===== src/rtl/score_pkg.sv =====
// Shared types and constants for the BCD score keeper.
package score_pkg;

    localparam int unsigned NUM_DIGITS = 5;

    typedef logic [3:0] bcd_t;
    typedef bcd_t [NUM_DIGITS-1:0] score_t;

    localparam score_t SCORE_MAX = {NUM_DIGITS{4'd9}};

    typedef enum logic [1:0] {
        StIdle,
        StAdd,
        StCommit
    } state_e;

    // Amount codes 10..15 are not valid BCD; they count as 9.
    function automatic bcd_t clamp_bcd(input logic [3:0] v);
        return (v > 4'd9) ? 4'd9 : v;
    endfunction

endpackage


===== src/rtl/score_keeper_bcd_digit_add.sv =====
// Single-digit BCD adder: sum = (a + b + cin) mod 10, cout when the raw sum exceeds 9.
module bcd_digit_add (
    input  logic [3:0] a,
    input  logic [3:0] b,
    input  logic       cin,
    output logic [3:0] sum,
    output logic       cout
);
    import score_pkg::*;

    logic [4:0] raw;

    always_comb begin
        raw = {1'b0, a} + {1'b0, b} + {4'd0, cin};
        if (raw > 5'd9) begin
            sum  = 4'(raw - 5'd10);
            cout = 1'b1;
        end else begin
            sum  = raw[3:0];
            cout = 1'b0;
        end
    end

endmodule


===== src/rtl/score_keeper.sv =====
// BCD score register with a digit-serial adder, atomic commit and a frame-stable display copy.
module score_keeper #(
    parameter int unsigned NUM_DIGITS = 5,
    parameter bit          SATURATE   = 1'b1
) (
    input  logic                    clk,
    input  logic                    rst_n,
    input  logic                    add_valid,
    input  logic [3:0]              add_amount,
    output logic                    add_ready,
    input  logic                    clear,
    input  logic                    frame_start,
    output logic [4*NUM_DIGITS-1:0] disp_digits,
    output logic [4*NUM_DIGITS-1:0] score_digits,
    output logic                    overflow
);
    import score_pkg::*;

    localparam int unsigned    IdxW    = (NUM_DIGITS > 1) ? $clog2(NUM_DIGITS) : 1;
    localparam logic [IdxW-1:0] LastIdx = IdxW'(NUM_DIGITS - 1);

    typedef bcd_t [NUM_DIGITS-1:0] digits_t;

    state_e          state_q, state_d;
    digits_t         score_q, score_d;
    digits_t         work_q, work_d;
    digits_t         disp_q, disp_d;
    bcd_t            carry_q, carry_d;
    logic [IdxW-1:0] idx_q, idx_d;
    logic            overflow_q, overflow_d;
    logic            ready_q, ready_d;

    bcd_t add_a;
    bcd_t add_sum;
    logic add_cout;

    assign add_a = work_q[idx_q];

    // carry_q holds the whole amount for digit 0 and a 0/1 carry afterwards.
    bcd_digit_add u_digit_add (
        .a    (add_a),
        .b    (carry_q),
        .cin  (1'b0),
        .sum  (add_sum),
        .cout (add_cout)
    );

    always_comb begin
        state_d    = state_q;
        score_d    = score_q;
        work_d     = work_q;
        carry_d    = carry_q;
        idx_d      = idx_q;
        overflow_d = overflow_q;
        ready_d    = ready_q;
        // Display only ever copies the committed score, so no partial sum is shown.
        disp_d     = frame_start ? score_q : disp_q;

        if (clear) begin
            state_d    = StIdle;
            score_d    = '0;
            work_d     = '0;
            carry_d    = '0;
            idx_d      = '0;
            overflow_d = 1'b0;
            ready_d    = 1'b1;
        end else begin
            case (state_q)
                StIdle: begin
                    if (add_valid && ready_q) begin
                        work_d  = score_q;
                        carry_d = clamp_bcd(add_amount);
                        idx_d   = '0;
                        state_d = StAdd;
                        ready_d = 1'b0;
                    end
                end
                StAdd: begin
                    work_d[idx_q] = add_sum;
                    carry_d       = {3'b000, add_cout};
                    if (idx_q == LastIdx) begin
                        state_d = StCommit;
                    end else begin
                        idx_d = idx_q + 1'b1;
                    end
                end
                StCommit: begin
                    if (carry_q[0]) begin
                        overflow_d = 1'b1;
                        score_d    = SATURATE ? {NUM_DIGITS{4'd9}} : work_q;
                    end else begin
                        score_d = work_q;
                    end
                    state_d = StIdle;
                    ready_d = 1'b1;
                end
                default: begin
                    state_d = StIdle;
                    ready_d = 1'b1;
                end
            endcase
        end
    end

    always_ff @(posedge clk or negedge rst_n) begin
        if (!rst_n) begin
            state_q    <= StIdle;
            score_q    <= '0;
            work_q     <= '0;
            disp_q     <= '0;
            carry_q    <= '0;
            idx_q      <= '0;
            overflow_q <= 1'b0;
            ready_q    <= 1'b1;
        end else begin
            state_q    <= state_d;
            score_q    <= score_d;
            work_q     <= work_d;
            disp_q     <= disp_d;
            carry_q    <= carry_d;
            idx_q      <= idx_d;
            overflow_q <= overflow_d;
            ready_q    <= ready_d;
        end
    end

    assign add_ready    = ready_q;
    assign overflow     = overflow_q;
    assign score_digits = score_q;
    assign disp_digits  = disp_q;

endmodule


===== config.mk =====
export PLATFORM = sky130hd
export DESIGN_NAME = score_keeper
export DESIGN_NICKNAME = d
export VERILOG_FILES = /design/src/rtl/score_pkg.sv /design/src/rtl/score_keeper_bcd_digit_add.sv /design/src/rtl/score_keeper.sv
export SDC_FILE = /design/constraint.sdc
export NUM_CORES = 1
export LEC_CHECK = 0
export ABC_AREA = 1
export CORE_ASPECT_RATIO = 1.2
export CORE_MARGIN = 5
export CORE_UTILIZATION = 55
export CTS_CLUSTER_SIZE = 10
export DETAILED_ROUTE_END_ITERATION = 12
export PLACE_DENSITY = 0.8
export SKIP_LAST_GASP = 1
export SLEW_MARGIN = 15
export SYNTH_ARGS = -nofsm -noshare
export SYNTH_HDL_FRONTEND = slang
export SYNTH_HIERARCHICAL = 1
export SYNTH_SLANG_ARGS = --single-unit

===== constraint.sdc =====
create_clock -name clk -period 4.2 [get_ports clk]
set_clock_uncertainty 0.2 [all_clocks]
set_input_delay 0.42 -clock clk [delete_from_list [all_inputs] [get_ports clk]]
set_output_delay 0.42 -clock clk [all_outputs]
set_load 0.02 [all_outputs]

Word-level counts from Yosys, hierarchy flattened
Cells that the tools add are included.
{ "op_classes": {"n_mux": 31, "order_cmp": 4, "n_reduce_logical": 11, "addsub": 3, "eq_ne": 7} }
{ "ops": {"columns": ["cell", "n"], "rows": [
  ["20-bit 2-to-1 mux", 5],
  ["20-bit one-hot mux with 2 select lines", 1],
  ["4-bit 2-to-1 mux", 6],
  ["20-bit bitwise mux", 1],
  ["4-bit binary-select mux with 3-bit select", 1],
  ["4-bit demux with 3-bit select", 1],
  ["3-bit 2-to-1 mux", 3],
  ["3-bit != test (second input constant)", 3],
  ["4-bit one-hot mux with 2 select lines", 1],
  ["2-bit AND reduction", 4],
  ["1-bit 2-to-1 mux", 6],
  ["2-bit 2-to-1 mux", 3],
  ["3-bit one-hot mux with 2 select lines", 1],
  ["4-bit by 4-bit adder with 5-bit output", 1],
  ["5-bit by 4-bit greater-than comparator with 1-bit output (second input constant)", 1],
  ["4-bit greater-than comparator (second input constant)", 1],
  ["3-bit by 4-bit < comparator with 1-bit output (second input constant)", 1],
  ["2-bit one-hot mux with 2 select lines", 1],
  ["2-bit nonzero test", 2],
  ["4-bit subtractor (second input constant)", 1],
  ["3-bit by 1-bit adder with 3-bit output (second input constant)", 1],
  ["3-bit equality test (second input constant)", 1],
  ["3-bit by 1-bit greater-or-equal comparator with 1-bit output (second input constant)", 1],
  ["3-bit AND reduction", 1],
  ["7 further kinds", 8]
]} }
{ "word_totals": {"out_inout_bits": 42, "ff_bits": 71} }

Depth between registers and ports, before layout
{ "depth": {"ltp_word": 8, "ltp_mapped": 22} }

By module
Netlist, hierarchy kept.
{ "by_module_without_submodules": {"columns": ["mod", "cells_each", "area_each_um2", "seq_area_each_um2", "instances"], "rows": [
  ["score_keeper", 441, 3499.6, 1778.0, 1],
  ["bcd_digit_add", 47, 295.3, 0.0, 1]
]} }

Worst setup path before layout
Ideal clock, no wire load.
{ "synth_path": {"path_type": "reg-to-reg", "startpoint": "register idx_q[0]", "endpoint": "register work_q[19] (netlist bit)", "path_stages_with_launch": 22, "setup_time_ns": 0.065, "arrival_time_ns": 2.921, "path_buffers": 0, "required_ns": 3.935, "slack_ns": 1.014, "cell_sequence": "dfrtp_1 > inv_1 > nand3_1 > inv_1 > nand2_1 > nand4_1 > fa_1 > fa_1 > nand2_1 > nand2_4 > ha_1 > a21oi_2 > nand2_2 > nand2_4 > nand2_1 > nand2_1 > inv_1 > nor2_8 > nand2_1 > nand2_1 > nand2_1 > nand2_1"} }
{ "synth_via": {"elab_chain_cells": 8} }
{ "synth_rtl": {"columns": ["item", "line", "rtl"], "rows": [
  ["start: declaration", "score_keeper.sv:29", "logic [IdxW-1:0] idx_q, idx_d;"],
  ["start signal: assignment", "score_keeper.sv:121", "idx_q <= idx_d;"],
  ["4-bit binary-select mux with 3-bit select (*)", "score_keeper.sv:37", "assign add_a = work_q[idx_q];"],
  ["4-bit 2-to-1 mux (implied by the code) (*)", "score_keeper.sv:37", null],
  ["net add_a[0]", "score_keeper.sv:33", "bcd_t add_a;"],
  ["4-bit by 4-bit adder with 5-bit output (*)", "score_keeper_bcd_digit_add.sv:14", "raw = {1'b0, a} + {1'b0, b} + {4'd0, cin};"],
  ["4-bit subtractor / 5-bit by 4-bit greater-than comparator with 1-bit output (equally long branches)", "score_keeper_bcd_digit_add.sv:16, score_keeper_bcd_digit_add.sv:15", null],
  ["4-bit 2-to-1 mux (*)", "score_keeper_bcd_digit_add.sv:15", "if (raw > 5'd9) begin"],
  ["net add_sum[3]", "score_keeper.sv:34", "bcd_t add_sum;"],
  ["20-bit bitwise mux (*)", "score_keeper.sv:79", "work_d[idx_q] = add_sum;"],
  ["20-bit one-hot mux with 2 select lines (*)", "score_keeper.sv:68", "case (state_q)"],
  ["20-bit 2-to-1 mux (*)", "score_keeper.sv:59", "if (clear) begin"],
  ["end signal: assignment", "score_keeper.sv:118", "work_q <= work_d;"],
  ["end: declaration", "score_keeper.sv:26", "digits_t work_q, work_d;"]
]} }
The timed path passes the listed nets; every way through them passes the cells marked *. The select of a mux whose other input is x is not followed.
A chain may end at the register's enable or synchronous reset.

Worst setup path after layout
{ "layout_path": {"startpoint": "register idx_q[0]", "endpoint": "register work_q[2] (netlist bit)"} }
Same word-level chain as after synthesis.

==> results.ini <==
[floorplanning]
chipWidth_um=85.8
coreArea_um2=6770
num_rows=33
fp.dieH_um=101
initial_core_util_pct=56.0
pin_count=51
dieArea_um2=8670

[setup_path]
path_delay_family=simple AND/OR/NAND/NOR gates
critical_path_arrival_ps=3780
crit_chain=inv_1, nand3_1, inv_1, nand2_1, nand4_1, fa_1, fa_1, nand2_1, nand2_4, ha_1, a21oi_2, nand2_2, nand2_4, nand2_1, nand2_1, inv_1, nor2_8, nand2_1, nand2_1, nand2_1, nand2_1
cp_common_cell=nand2_1
worstPathMaxFanout=8
critical_path_cell_count=21
cp_data_required_time_ps=4280
r2r_slack_ps=510
reg2reg_from=idx_q[0]
regToRegEndpoint=work_q[2]
cpPeakStageDelay_ps=500
critPathLaunchType=flop
worstSetupPathType=flop to flop
worst_setup_path_end_kind=flop
r2r_cells=21
crit_path_end=work_q[2]
startpoint=idx_q[0]
slowest_stage=fa_1
cp_num_buf_inv=3

[route]
vias=3420
viasPerCell=5.38
wl_met2_um=4740
dr.max_layer_used=met4
drtPass1Iterations=5
drt_iter0_drc=231
antenna_left=0
wl_met3_um=579
drc=0
wl_met1_um=3990
wirelength_um=9700
avgRoutedWirePerCell_um=15.2

[synth]
synthCells=488
synth-adder-area-share_pct=3.03
synth-compound-area-share_pct=7.85
synth-xor-area-share_pct=0
synth_area_um2=3790
muxShareOfSynthArea_pct=1.48
synth_cell_type_count=31
synth_area_per_cell_um2=7.78
synth_nets=505
ys_ff_latch=71
synth_top_family_by_area=simple AND/OR/NAND/NOR gates
yosys.area_share.simple_pct=32.7
ys_seq_area_share_pct=46.9
synth_warnings=6

[global_route]
antenna_found_initial=0
grt_max_degree=39
grt_util_all_layers_pct=23.9
grt_pass1_wl_um=16100
grt_overflow_total=0
grt_pass1_vias=3384

[sta]
hold_violations=36
maxSlewHeadroom_pct=43.2
finalSetupTns_ps=0
period_share_pct=87.9
setup_violations=0
setup_slack_ps=506
finalMaxSlewViolations=0
fmax_mhz=271
tightest_slew_ps=852
rsz0062_at_grt=no
hold_slack_ps=-29.8
min_period_ps=3690

[cts]
cts.htree.levels=3
clock_tree.buffer_depth=2
postCtsSetupBuffers=0
cts-root-buf=clkbuf_8
clkTransAtPathRegs_ps=80
insertion_delay_ps=350
cts_hold_repair.buffers=0
cts_sinks=71
cts_resized=0
tritoncts=done
numCtsBuffers=9

[final_layout]
final_cell_mix=nand2_1 (186), dfrtp_1 (70), inv_1 (56)
finalNonFillerCells=636
drive_gt1_share_pct=10.4
fin_nets=561
n_antenna_cell=0
fill_cells=583
syn_to_final_growth_pct=20.7
final_common_cell=nand2_1

[placement]
gp_congestion=0.970
numPlacedInstances=620
hpwl_um=7190
place_ws_ps=540
portBuffers=50

[power_and_ir_drop]
vdd_drop_max_v=0.000296
p_leak_nw=2.36
cellPowerDensity_nw_per_um2=448

[job]
cap_viol_max_count=0

[run_status]
status=finished, violations left
violations=hold timing

[worst_hold_path]
worst_hold_path_type=primary input to asynchronous set/reset pin

state kept, by name, summed over array words and instances, names as in the netlist:
| signal | cells |
|---|---|
| add_ready | 1 |
| disp_digits | 20 |
| idx_q | 3 |
| score_digits | 20 |
| work_q | 20 |
| state_q | 2 |
| overflow | 1 |
| carry_q | 4 |
Yosys cell counts, drive strengths merged:
cell type,number,area share [%]
inv,59,6.0
a21oi,24,3.4
dfstp,1,0.69
o21a,2,0.40
fa,2,1.1
nor2,52,7.6
o21ai,21,2.8
nand3,25,3.8
clkbuf,2,0.20
ha,6,2.0
nor3,3,0.40
dfrtp,70,46
nand4,4,0.66
mux2,5,1.5
nand2,195,20
conb,1,0.099
buf,8,1.8
o22ai,8,1.3
cell type report:
cell class / count / area [um2] / share of cell area (%)
clock buffer: 9 / 124 / 2.70
clock inverter: 7 / 95.1 / 2.08
inverter: 59 / 226 / 4.94
multi-input combinational: 348 / 1720 / 37.4
sequential: 71 / 1780 / 38.8
tap: 87 / 109 / 2.38
timing repair buffer: 55 / 533 / 11.6
stage by stage:
stage | total power [mW] | hold WS, ps | area, um2 | util (%)
detailed placement | 1.45 | 265 | 4360 | 64.4
global route | 2.17 | 43.1 | 4580 | 67.6
floorplan | 1.26 | -75.6 | 3790 | -
global placement | 1.43 | 264 | 4360 | 64.4
finish | 2.05 | -29.8 | 4580 | 67.6
CTS | 2.05 | 3.66 | 4580 | 67.6
power by group:
group	internal [mW]	switching [mW]	leakage (nW)
registers	0.732	0.0451	0.960
clock network	0.336	0.272	0.110
logic	0.196	0.470	1.29
total	1.26	0.787	2.36
metal layers:
metal | vias up | global-route usage (%)
li1 | 1637 | -
met1 | 1620 | 29.7
met2 | 132 | 40.1
met3 | 31 | 4.42
met4 | 0 | 11.7
met5 | - | 0
cell families after synthesis:
family,Yosys count
other cells,1
flops,71
mux,5
buf+inv,69
simple gates,279
fa+ha+maj,8
compound gates,55
worst min path at each step:
stage                           from         end  slack (ps)  cells after the start
after floorplan                rst_n  carry_q[0]         -80                      0
after global placement    work_q[18]  work_q[18]         260                      2
after detailed placement  work_q[10]  work_q[10]         260                      2
after CTS                      rst_n  state_q[0]           4                      1
after global routing           rst_n  state_q[1]          40                      1
final                          rst_n  state_q[0]         -30                      1
No activity file was read; power rests on OpenSTA's default activity.
